### config.mk
export PLATFORM = sky130hd
export DESIGN_NAME = core_stim_ctrl
export DESIGN_NICKNAME = d
export VERILOG_FILES = /design/src/rtl/core_stim_ctrl.sv
export SDC_FILE = /design/constraint.sdc
export NUM_CORES = 1
export LEC_CHECK = 0
export CAP_MARGIN = 20
export CORE_AREA = 2 2 61 63
export DETAILED_ROUTE_END_ITERATION = 6
export DIE_AREA = 0 0 63 65
export PLACE_DENSITY = 0.89
export SYNTH_ARGS = -nofsm -noshare
export SYNTH_HDL_FRONTEND = slang
export SYNTH_SLANG_ARGS = --single-unit
### constraint.sdc
create_clock -name clk -period 3.73 [get_ports clk]
set_input_delay 0.746 -clock clk [delete_from_list [all_inputs] [get_ports clk]]
set_output_delay 0.746 -clock clk [all_outputs]
set_load 0.005 [all_outputs]
### src/rtl/core_stim_ctrl.sv
// Stimulus controller for a core under test: periodic stall generator,
// LFSR-timed interrupt requests while the core idles, and an end-of-run
// detector (FINISH opcode, PC-stack overflow, watchdog timeout).
module core_stim_ctrl #(
   parameter int          PMD_SIZE  = 32,
   parameter int          TMO_W     = 10,
   parameter int          STALL_HI  = 1,
   parameter int          STALL_LO  = 2,
   parameter logic [7:0]  LFSR_SEED = 8'hA5
) (
   input  logic                clk,
   input  logic                reset,
   input  logic                ps_idle,
   input  logic [PMD_SIZE-1:0] pm_ps_op,
   input  logic                pcstck_ovf,
   output logic                interrupt,
   output logic                stallb_en,
   output logic                done,
   output logic [1:0]          done_code,
   output logic [TMO_W-1:0]    tmo_cnt
);

   typedef enum logic [1:0] {
      ST_WAIT  = 2'd0,
      ST_COUNT = 2'd1,
      ST_FIRE  = 2'd2
   } irq_state_e;

   localparam logic [7:0] SEED    = (LFSR_SEED == 8'h00) ? 8'h01 : LFSR_SEED;
   localparam logic [3:0] HI_LAST = 4'(STALL_HI - 1);
   localparam logic [3:0] LO_LAST = 4'(STALL_LO - 1);

   localparam logic [1:0] CODE_NONE    = 2'b00;
   localparam logic [1:0] CODE_FINISH  = 2'b01;
   localparam logic [1:0] CODE_OVF     = 2'b10;
   localparam logic [1:0] CODE_TIMEOUT = 2'b11;

   irq_state_e       state_q, state_d;
   logic [2:0]       cnt_q, cnt_d;
   logic             irq_q, irq_d;
   logic [7:0]       lfsr_q, lfsr_d;
   logic             stall_hi_q, stall_hi_d;
   logic [3:0]       stall_cnt_q, stall_cnt_d;
   logic             done_q, done_d;
   logic [1:0]       code_q, code_d;
   logic [TMO_W-1:0] tmo_q, tmo_d;

   logic             finish;
   logic             timeout;
   logic             op_unused;

   assign finish    = (pm_ps_op[PMD_SIZE-1 -: 10] == 10'b00_0000_0001);
   assign timeout   = (tmo_q == '1);
   assign op_unused = ^pm_ps_op[PMD_SIZE-11:0];

   // End-of-run detection with cause priority, plus the saturating watchdog.
   always_comb begin
      done_d = done_q;
      code_d = code_q;
      tmo_d  = tmo_q;
      if (!done_q) begin
         if (finish) begin
            done_d = 1'b1;
            code_d = CODE_FINISH;
         end else if (pcstck_ovf) begin
            done_d = 1'b1;
            code_d = CODE_OVF;
         end else if (timeout) begin
            done_d = 1'b1;
            code_d = CODE_TIMEOUT;
         end else begin
            code_d = CODE_NONE;
         end
         if (!timeout) begin
            tmo_d = tmo_q + 1'b1;
         end
      end
   end

   // Fibonacci LFSR x^8+x^6+x^5+x^4+1, frozen once the run has ended.
   always_comb begin
      lfsr_d = lfsr_q;
      if (!done_q) begin
         lfsr_d = {lfsr_q[6:0], lfsr_q[7] ^ lfsr_q[5] ^ lfsr_q[4] ^ lfsr_q[3]};
      end
   end

   // Stall phase generator; parked in the high phase once done.
   always_comb begin
      stall_hi_d  = stall_hi_q;
      stall_cnt_d = stall_cnt_q;
      if (done_d) begin
         stall_hi_d  = 1'b1;
         stall_cnt_d = '0;
      end else if (stall_hi_q) begin
         if (stall_cnt_q == HI_LAST) begin
            stall_cnt_d = '0;
            if (STALL_LO != 0) begin
               stall_hi_d = 1'b0;
            end
         end else begin
            stall_cnt_d = stall_cnt_q + 4'd1;
         end
      end else begin
         if (stall_cnt_q == LO_LAST) begin
            stall_hi_d  = 1'b1;
            stall_cnt_d = '0;
         end else begin
            stall_cnt_d = stall_cnt_q + 4'd1;
         end
      end
   end

   // Interrupt FSM next state. The countdown fires on the edge that would take
   // cnt from 1 to 0, so a loaded value L yields a pulse L edges after loading
   // (L = 0 fires straight from WAIT) and pulse spacing is L+2 while idle.
   always_comb begin
      state_d = state_q;
      cnt_d   = cnt_q;
      unique case (state_q)
         ST_WAIT: begin
            if (ps_idle) begin
               if (lfsr_q[2:0] == 3'd0) begin
                  state_d = ST_FIRE;
                  cnt_d   = '0;
               end else begin
                  state_d = ST_COUNT;
                  cnt_d   = lfsr_q[2:0];
               end
            end
         end
         ST_COUNT: begin
            if (!ps_idle) begin
               state_d = ST_WAIT;
               cnt_d   = '0;
            end else if (cnt_q <= 3'd1) begin
               state_d = ST_FIRE;
               cnt_d   = '0;
            end else begin
               cnt_d = cnt_q - 3'd1;
            end
         end
         ST_FIRE: begin
            state_d = ST_WAIT;
            cnt_d   = '0;
         end
         default: begin
            state_d = ST_WAIT;
            cnt_d   = '0;
         end
      endcase
      if (done_d) begin
         state_d = ST_WAIT;
         cnt_d   = '0;
      end
      irq_d = (state_d == ST_FIRE);
   end

   // State registers, all cleared asynchronously.
   always_ff @(posedge clk or negedge reset) begin
      if (!reset) begin
         state_q     <= ST_WAIT;
         cnt_q       <= '0;
         irq_q       <= 1'b0;
         lfsr_q      <= SEED;
         stall_hi_q  <= 1'b1;
         stall_cnt_q <= '0;
         done_q      <= 1'b0;
         code_q      <= CODE_NONE;
         tmo_q       <= '0;
      end else begin
         state_q     <= state_d;
         cnt_q       <= cnt_d;
         irq_q       <= irq_d;
         lfsr_q      <= lfsr_d;
         stall_hi_q  <= stall_hi_d;
         stall_cnt_q <= stall_cnt_d;
         done_q      <= done_d;
         code_q      <= code_d;
         tmo_q       <= tmo_d;
      end
   end

   assign interrupt = irq_q;
   assign stallb_en = stall_hi_q;
   assign done      = done_q;
   assign done_code = code_q;
   assign tmo_cnt   = tmo_q;

endmodule

==> results of run 1 <==
[layout make-up]
cell class	instances	area, sq um	share of cell area [%]
inverter	6	22.5	1.12
multi-input combinational	102	772	38.4
timing repair buffer	29	288	14.3
sequential	32	807	40.2
tap	48	60.1	2.99
clock buffer	8	58.8	2.93
[per-layer routing]
| metal | wire length (microns) | up-vias |
|---|---|---|
| li1 | - | 585 |
| met1 | 1210 | 573 |
| met2 | 1360 | 31 |
| met3 | 145 | 4 |
| met4 | 25 | 0 |
| met5 | 0 | - |
[where the power goes]
| group | switching (W) | internal, W | total, W |
|---|---|---|---|
| logic | 0.0000150 | 0.0000270 | 0.0000420 |
| registers | 0.00000483 | 0.000352 | 0.000357 |
| clock network | 0.000104 | 0.0000929 | 0.000197 |
| total | 0.000124 | 0.000472 | 0.000596 |
[worst max-delay path by stage]
stage / slack [ns] / end
floorplan: 1.71 / stall_cnt_q[2]
global placement: 1.30 / stall_cnt_q[2]
detailed placement: 1.28 / stall_cnt_q[2]
CTS: 1.33 / done
global route: 1.24 / done
finish: 1.36 / done
[synthesized netlist by cell type, types with 2 or more instances]
master	number
dfstp_2	5
nor3_1	5
inv_1	6
nor4b_1	3
mux2_2	11
a211oi_1	5
a21oi_1	6
xnor2_1	6
o21ai_0	4
or3_1	2
o21bai_1	2
ha_1	7
nor4_1	2
nor2b_1	3
clkbuf_1	3
nand3_1	5
xor2_1	3
o21a_1	2
dfrtp_1	27
nor2_1	11
nand2_1	8
[flip-flops by register name, summed over array words and instances (netlist names)]
register / count
done_code: 2
lfsr_q: 8
interrupt: 1
done: 1
state_q: 2
stallb_en: 1
cnt_q: 3
tmo_cnt: 10
stall_cnt_q: 4
[through the flow]
step	instances	total power (W)	util [%]	cell area, sq um
CTS	225	0.000607	57.4	2010
detailed placement	217	0.000407	55.8	1950
floorplan	144	0.000373	-	1620
global placement	217	0.000406	55.8	1950
finish	225	0.000596	57.4	2010
global route	225	0.000627	57.4	2010
[kinds of logic (layout without fill, tap and decap cells)]
logic type,count (synthesis),in the layout,synth area share [%]
AND/OR/NAND/NOR,49,49,18.0
flip-flops,32,32,49.7
AO/OA/AOI/OAI,25,25,11.0
multiplexers,12,12,8.24
buffers and inverters,10,43,2.77
XOR/XNOR,9,9,4.85
adder cells (fa/ha/maj),7,7,5.39
==> results.py, run 1 <==
metrics = {
    "status": {
        "outcome": "finished, final reports clean",
    },
    "timing": {
        "rsz0062_at_grt": "false",
        "period_share_pct": 63.5,
        "finalWorstSetupSlack_ns": 1.36,
        "setup_viol_count_final": 0,
        "tns_ns": 0,
        "hold_viol": 0,
        "fin_worst_skew_ns": 0.00717,
        "hold_ws_ns": 0.490,
        "worstMarginPinSlew_ns": 0.555,
        "maxSlewHeadroom_pct": 63.0,
        "final_max_slew_viol_count": 0,
        "fin_crit_ns": 2.37,
        "fmax_mhz": 422,
    },
    "pwr": {
        "p_leak_nw": 0.841,
        "p_per_area_mw_per_mm2": 297,
        "ir_drop_v": 0.000209,
    },
    "logic_synthesis": {
        "ys.flop_type": "dfrtp_1",
        "syn_area_sq_mm": 0.00162,
        "yosysTopAreaCell": "dfrtp_1",
        "yosys_warnings": 0,
        "syn-num-nets": 187,
        "synthTopCellsByArea": "dfrtp_1 42%, dfstp_2 8.1%, mux2_2 7.6%",
        "syn_area_per_cell_sq_um": 11.3,
        "synth-edff-count": 0,
        "yosysUniqueCellTypes": 39,
        "synth_async_sr_flop_share_pct": 100,
        "syn_inst": 144,
        "ys_seq_area_share_pct": 49.7,
        "synth_top_area_share_pct": 41.6,
        "ys_ff_latch": 32,
    },
    "layout": {
        "final_cell_mix": "28 x clkdlybuf4s50_1, 27 x dfrtp_1, 11 x nor2_1, 11 x mux2_2, 8 x nand2_1",
        "area_delta_synth_final_pct": 23.7,
        "final_common_cell": "clkdlybuf4s50_1",
        "drive_above_1_share_pct": 16.9,
        "num-fill-cells": 300,
        "antennaDiodeCount": 0,
        "final_nets": 219,
    },
    "setup_path": {
        "cp_num_buf_inv": 1,
        "crit_required_ns": 2.98,
        "path_delay_family": "flip-flops",
        "worstPathArrival_ns": 1.62,
        "reg2reg_to": "interrupt",
        "ff2ff_path_depth": 4,
        "path_depth": 1,
        "worstSetupStartpoint": "done",
        "path_cells": "clkdlybuf4s50_1",
        "path_class": "register to output port",
        "end_kind": "output port",
        "path_max_fanout": 16,
        "regToRegStartpoint": "done",
        "critPathLaunchType": "register",
        "slowest_stage": "dfrtp_1",
        "max_stage_delay_ns": 0.70,
        "r2r_slack_ns": 1.95,
    },
    "hold_path": {
        "holdPathStages": 1,
        "min_to": "done_code[1]",
        "hold_path.class": "register to register",
        "min-delay-start": "done_code[1]",
    },
    "clocking": {
        "post_cts_buffers": 0,
        "clk_latency_ns": 0.32,
        "cts_resized": 0,
        "cts_root_buffer": "clkbuf_4",
        "cts_tree": "yes",
        "path_clk_slew_ns": 0.08,
        "clk_path_buf_depth": 2,
        "numCtsBuffers": 5,
        "hold_buffers": 0,
        "cts_max_level": 2,
        "clock_sinks": 32,
    },
    "global_route": {
        "grt_use_met3_pct": 4.51,
        "grt_pass1_vias": 1085,
        "grt_most_used_layer": "met2",
        "grt_pass1_wl_microns": 4710,
        "grtUsageMet2_pct": 23.9,
        "grt_max_degree": 33,
        "grt_use_total_pct": 14.7,
        "grt_overflow_total": 0,
        "antenna_found_initial": 0,
        "grtUsageMet1_pct": 18.9,
    },
    "floorplan": {
        "die_x_microns": 63,
        "row_count": 22,
        "initial_core_util_pct": 46.5,
        "die-area_sq_mm": 0.00410,
        "io_pins": 51,
        "core-area_sq_mm": 0.00350,
        "dieHeight_microns": 65,
    },
    "detailed_routing": {
        "drt_iter0_markers": 49,
        "wl_per_cell_microns": 12.2,
        "num_vias": 1193,
        "vias_per_cell": 5.30,
        "routed_wirelength_microns": 2740,
        "route.detailed.drc": 0,
        "ant_nets": 0,
        "first_pass_iters": 4,
    },
    "placement": {
        "dp_slack_ns": 1.28,
        "dp_hpwl_microns": 2040,
        "place_congestion": 0.798,
        "port_buffers": 28,
    },
    "flow_run": {
        "maxCapViolCount": 0,
    },
}
Note: power is estimated with default switching activity, not from simulation.
==> inputs of run 2 (changes only) <==
CORE_AREA = 2 2 63 65   (was 2 2 61 63)
DIE_AREA = 0 0 65 67   (was 0 0 63 65)
PLACE_DENSITY = 0.85   (was 0.89)
clock period = 2.2 ns   (was 3.73 ns; I/O delays follow)
==> run 2 against run 1 <==
  * Power up 110%
  * Cell count up 0.44%
  * Register-to-register slack worse by 1.5 ns
  * Clock power rose to 2.8 times the previous value
  * Critical endpoint is now interrupt
  * Highest routed layer unchanged
==> results.py, run 2 (synthesized netlist as in run 1, its figures left out) <==
metrics = {
    "status": {
        "outcome": "finished, final reports clean",
    },
    "clocking": {
        "cts_root_buffer": "clkbuf_8",
        "cts_resized": 0,
        "path_clk_slew_ns": 0.06,
        "clock_sinks": 32,
        "clk_latency_ns": 0.28,
        "cts_max_level": 2,
        "clk_path_buf_depth": 2,
        "cts_tree": "yes",
        "hold_buffers": 0,
        "post_cts_buffers": 0,
        "numCtsBuffers": 5,
    },
    "pwr": {
        "ir_drop_v": 0.000549,
        "p_per_area_mw_per_mm2": 592,
        "p_sw_share_pct": 19.9,
        "combPwrFrac_pct": 5.7,
        "seq_power_share_pct": 49.6,
        "internal-power_w": 0.000979,
        "p_switching_w": 0.000243,
        "p_leak_nw": 0.868,
        "pwr-share-clk_pct": 44.6,
    },
    "setup_path": {
        "max_stage_delay_ns": 0.53,
        "end_kind": "register",
        "path_delay_family": "simple AND/OR/NAND/NOR gates",
        "crit_required_ns": 2.36,
        "worstSetupStartpoint": "pm_ps_op[27]",
        "ff2ff_path_depth": 5,
        "regToRegStartpoint": "tmo_cnt[0]",
        "reg2reg_to": "interrupt",
        "critPathLaunchType": "input port",
        "slowest_stage": "or4_1",
        "path_cells": "clkdlybuf4s50_1 -> or4_1 -> nor4_2 -> or3_4 -> nor4b_1",
        "path_class": "input port to register",
        "path_depth": 5,
        "cp_num_buf_inv": 1,
        "r2r_slack_ns": 0.40,
        "path_max_fanout": 12,
        "endpoint": "interrupt",
        "worstPathArrival_ns": 2.00,
    },
    "global_route": {
        "grt_max_degree": 33,
        "grtUsageMet1_pct": 18.9,
        "grt_pass1_vias": 1178,
        "grt_use_met3_pct": 6.42,
        "grt_most_used_layer": "met2",
        "grt_overflow_total": 0,
        "grt_pass1_wl_microns": 5150,
        "grtUsageMet2_pct": 24.5,
        "antenna_found_initial": 0,
        "grt_use_total_pct": 16.0,
    },
    "detailed_routing": {
        "first_pass_iters": 4,
        "drt_iter0_markers": 48,
        "num_vias": 1183,
        "route.detailed.drc": 0,
        "wl_per_cell_microns": 12.7,
        "ant_nets": 0,
        "vias_per_cell": 5.23,
        "routed_wirelength_microns": 2870,
    },
    "layout": {
        "post-route-cell-area_sq_mm": 0.00206,
        "largest_reg_flops": 10,
        "final_cell_mix": "28 x clkdlybuf4s50_1, 27 x dfrtp_1, 11 x nor2_1, 11 x mux2_2, 8 x nand2_1",
        "finalNonFillerCells": 226,
        "final_common_cell": "clkdlybuf4s50_1",
        "drive_above_1_share_pct": 18.0,
        "num-fill-cells": 308,
        "antennaDiodeCount": 0,
        "area_delta_synth_final_pct": 27.1,
        "final_nets": 220,
    },
    "timing": {
        "worstMarginPinSlew_ns": 0.430,
        "fin_worst_skew_ns": 0.00433,
        "hold_viol": 0,
        "maxSlewHeadroom_pct": 71.0,
        "setup_viol_count_final": 0,
        "fmax_mhz": 544,
        "tns_ns": 0,
        "period_share_pct": 83.5,
        "hold_ws_ns": 0.486,
        "rsz0062_at_grt": "false",
        "final_max_slew_viol_count": 0,
        "fin_crit_ns": 1.84,
    },
    "floorplan": {
        "die_x_microns": 65,
        "die-area_sq_mm": 0.00436,
        "core-area_sq_mm": 0.00361,
        "io_pins": 51,
        "dieHeight_microns": 67,
        "row_count": 22,
        "initial_core_util_pct": 45.0,
    },
    "placement": {
        "place_congestion": 0.787,
        "port_buffers": 28,
        "dp_hpwl_microns": 2070,
        "postPlaceCellArea_sq_mm": 0.00196,
        "dpl.cell_count": 218,
    },
    "hold_path": {
        "hold_path.class": "register to register",
        "holdPathStages": 1,
    },
    "flow_run": {
        "maxCapViolCount": 0,
    },
}
-- run 2: final cells by class --
cell class,count,area (sq um),area share [%]
Inverter,6,22.5,1.09
Tap cell,48,60.1,2.91
Sequential cell,32,807,39.1
Clock buffer,6,72.6,3.52
Clock inverter,2,35.0,1.70
Multi-Input combinational cell,102,772,37.4
Timing Repair Buffer,30,295,14.3
-- run 2: worst min-delay path by stage --
stage | slack (ns) | endpoint | startpoint
2_1_floorplan | 0.14 | cnt_q[0] | reset
6_report | 0.49 | done_code[1] | done_code[1]
4_1_cts | 0.49 | done_code[1] | done_code[1]
3_5_place_dp | 0.47 | done_code[1] | done_code[1]
3_3_place_gp | 0.47 | done_code[1] | done_code[1]
5_1_grt | 0.51 | done_code[1] | done_code[1]
-- run 2: layer usage --
metal / share of wire (%) / vias up
li1: - / 586
met1: 45 / 559
met2: 46 / 30
met3: 5.5 / 8
met4: 2.7 / 0
met5: 0 / -
-- run 2: worst reg2reg max path, stage by stage (launching register included) --
cell and delay, ns:
dfrtp_1 0.42, ha_1 0.22, nand2_1 0.16, o31ai_4 0.12, or3_4 0.45, nor4b_1 0.32
-- run 2: per-stage QoR --
stage | power [W] | util [%] | worst slack, ns
3_5_place_dp | 0.000689 | 54.3 | 0.0383
3_3_place_gp | 0.000688 | 54.3 | 0.0722
5_1_grt | 0.00127 | 57.3 | 0.257
6_report | 0.00122 | 57.3 | 0.363
2_1_floorplan | 0.000633 | - | 0.486
4_1_cts | 0.00123 | 57.3 | 0.345
-- run 2: power by group through the flow --
stage / clock, W / sequential (W) / combinational (W)
after floorplan: 0 / 0.000617 / 0.0000158
after detailed placement: 0 / 0.000617 / 0.0000726
final: 0.000546 / 0.000606 / 0.0000702
after global routing: 0.000581 / 0.000608 / 0.0000799
after global placement: 0 / 0.000617 / 0.0000715
after CTS: 0.000555 / 0.000607 / 0.0000725
==> inputs of run 3 (changes only) <==
clock period = 1.89 ns   (was 2.2 ns; I/O delays follow)
==> run 3 against run 2 <==
  * Sequential cell count did not move
  * Clock power is 30% higher
  * Non-clock buffer count rose by 2
  * Sequential power up 17%
  * Via count down 0.76%
  * Sequential share of layout area is 0.74 points lower
  * First-iteration DRC count down 60%
  * Count of clock-buffer cells in the layout rose by 1
  * Combinational power rose by 22%
  * Utilization increased by 1.1 points
  * Clock skew down 0.0013 ns
  * Highest routed layer unchanged
==> results.py, run 3 (synthesized netlist as in run 1, its figures left out) <==
metrics = {
    "timing": {
        "final_max_slew_viol_count": 0,
        "hold_ws_ns": 0.478,
        "fmax_mhz": 554,
        "fin_worst_skew_ns": 0.00301,
        "maxSlewHeadroom_pct": 70.6,
        "fin_crit_ns": 1.80,
        "rsz0062_at_grt": "true",
        "setup_viol_count_final": 0,
        "tns_ns": 0,
        "hold_viol": 0,
        "worstMarginPinSlew_ns": 0.435,
        "period_share_pct": 95.5,
    },
    "floorplan": {
        "initial_core_util_pct": 45.0,
        "core-area_sq_mm": 0.00361,
        "dieHeight_microns": 67,
        "io_pins": 51,
        "row_count": 22,
        "die_x_microns": 65,
        "die-area_sq_mm": 0.00436,
    },
    "setup_path": {
        "worstPathArrival_ns": 1.98,
        "path_max_fanout": 12,
        "critPathLaunchType": "register",
        "endpoint": "interrupt",
        "reg2reg_to": "interrupt",
        "end_kind": "register",
        "crit_required_ns": 2.07,
        "worstSetupStartpoint": "tmo_cnt[0]",
        "regToRegStartpoint": "tmo_cnt[0]",
        "ff2ff_path_depth": 5,
        "r2r_slack_ns": 0.09,
        "path_class": "register to register",
    },
    "layout": {
        "seq_area_sq_um": 807,
        "final_common_cell": "clkdlybuf4s50_1",
        "final_nets": 222,
        "antennaDiodeCount": 0,
        "num-fill-cells": 309,
        "multi_input_area_sq_um": 778,
        "utilization_pct": 58.4,
        "final_cell_mix": "28 x clkdlybuf4s50_1, 27 x dfrtp_1, 11 x nor2_1, 11 x mux2_2, 8 x nand2_1",
        "finalNonFillerCells": 228,
        "drive_above_1_share_pct": 20.0,
        "largest_reg_flops": 10,
        "area_delta_synth_final_pct": 29.6,
    },
    "global_route": {
        "grt_use_total_pct": 15.2,
        "grt_overflow_total": 0,
        "grt_max_degree": 33,
        "grt_pass1_wl_microns": 4970,
        "grt_pass1_vias": 1167,
        "antenna_found_initial": 0,
    },
    "pwr": {
        "internal-power_w": 0.00122,
        "combPwrFrac_pct": 5.7,
        "ir_drop_v": 0.000679,
        "p_switching_w": 0.000284,
        "p_sw_share_pct": 19.0,
        "seq_power_share_pct": 47.1,
        "p_per_area_mw_per_mm2": 713,
        "p_leak_nw": 0.889,
        "pwr-share-clk_pct": 47.2,
    },
    "clocking": {
        "cts_root_buffer": "clkbuf_8",
        "cts_tree": "yes",
        "clk_latency_ns": 0.29,
        "clock_sinks": 32,
        "clk_path_buf_depth": 2,
        "numCtsBuffers": 5,
        "path_clk_slew_ns": 0.06,
        "cts_max_level": 2,
        "hold_buffers": 0,
    },
    "detailed_routing": {
        "route.detailed.drc": 0,
        "ant_nets": 0,
        "routed_wirelength_microns": 2780,
        "num_vias": 1174,
        "wl_per_cell_microns": 12.2,
        "vias_per_cell": 5.15,
        "first_pass_iters": 4,
        "drt_iter0_markers": 19,
    },
    "placement": {
        "dpl.cell_count": 220,
        "port_buffers": 28,
        "dp_hpwl_microns": 2050,
        "place_congestion": 0.788,
    },
    "hold_path": {
        "hold_path.class": "input port to async pin",
    },
    "flow_run": {
        "maxCapViolCount": 0,
    },
    "status": {
        "outcome": "finished, final reports clean",
    },
}
[run 3: cell types whose count changed in the layout (fill, tap and decap cells not counted)]
cell and change:
buf_4 +2, clkbuf_8 +2, clkbuf_1 -1, clkinv_2 -1
nor4b_1 -1, nor4b_2 +1
[run 3: per-stage QoR]
step	worst slack [ns]	power (W)	instance area, sq um
2_1_floorplan	0.176	0.000737	1620
3_3_place_gp	-0.181	0.000803	1970
3_5_place_dp	-0.204	0.000807	1970
4_1_cts	0.0876	0.00152	2100
5_1_grt	-0.00359	0.00155	2100
6_report	0.0850	0.00150	2100
[run 3: power groups by stage]
stage                     sequential (W)  combinational, W  clock [W]
after global routing            0.000707         0.0000970   0.000745
after floorplan                 0.000718         0.0000184          0
final                           0.000707         0.0000855   0.000708
after CTS                       0.000707         0.0000881   0.000721
after global placement          0.000717         0.0000861          0
after detailed placement        0.000719         0.0000881          0
[run 3: worst min path at each step]
stage                      start           end  slack, ns
floorplan                  reset      cnt_q[0]       0.08
global placement    done_code[1]  done_code[1]       0.47
detailed placement  done_code[1]  done_code[1]       0.47
CTS                        reset  done_code[1]       0.49
global route        done_code[1]  done_code[1]       0.51
finish                     reset    tmo_cnt[8]       0.48
[run 3: what timing repair did]
item	in CTS	in global routing
buffers inserted	0	0
endpoints found under the setup margin	0	1
endpoints found under the hold margin	0	0
gates resized for setup	0	1
[run 3: layout make-up]
cell class	count	area share (%)
clock buffers	7	4.58
clock inverters	1	1.43
inverters	6	1.07
multi-input cells	102	37.0
flip-flops and latches	32	38.3
well taps	48	2.85
repair buffers	32	14.7
[run 3: layer usage]
metal  GRT usage [%]  part of all wire (%)
met1            18.7                    47
met2            24.0                    45
met3            4.39                   4.9
met4            8.78                   2.6
met5               0                     0
[run 3: worst max-delay path, cell delays in order (launching register included)]
cell and delay [ns]:
dfrtp_1 0.43, ha_1 0.23, nand2_1 0.15, o31ai_4 0.12, or3_4 0.45, nor4b_1 0.31
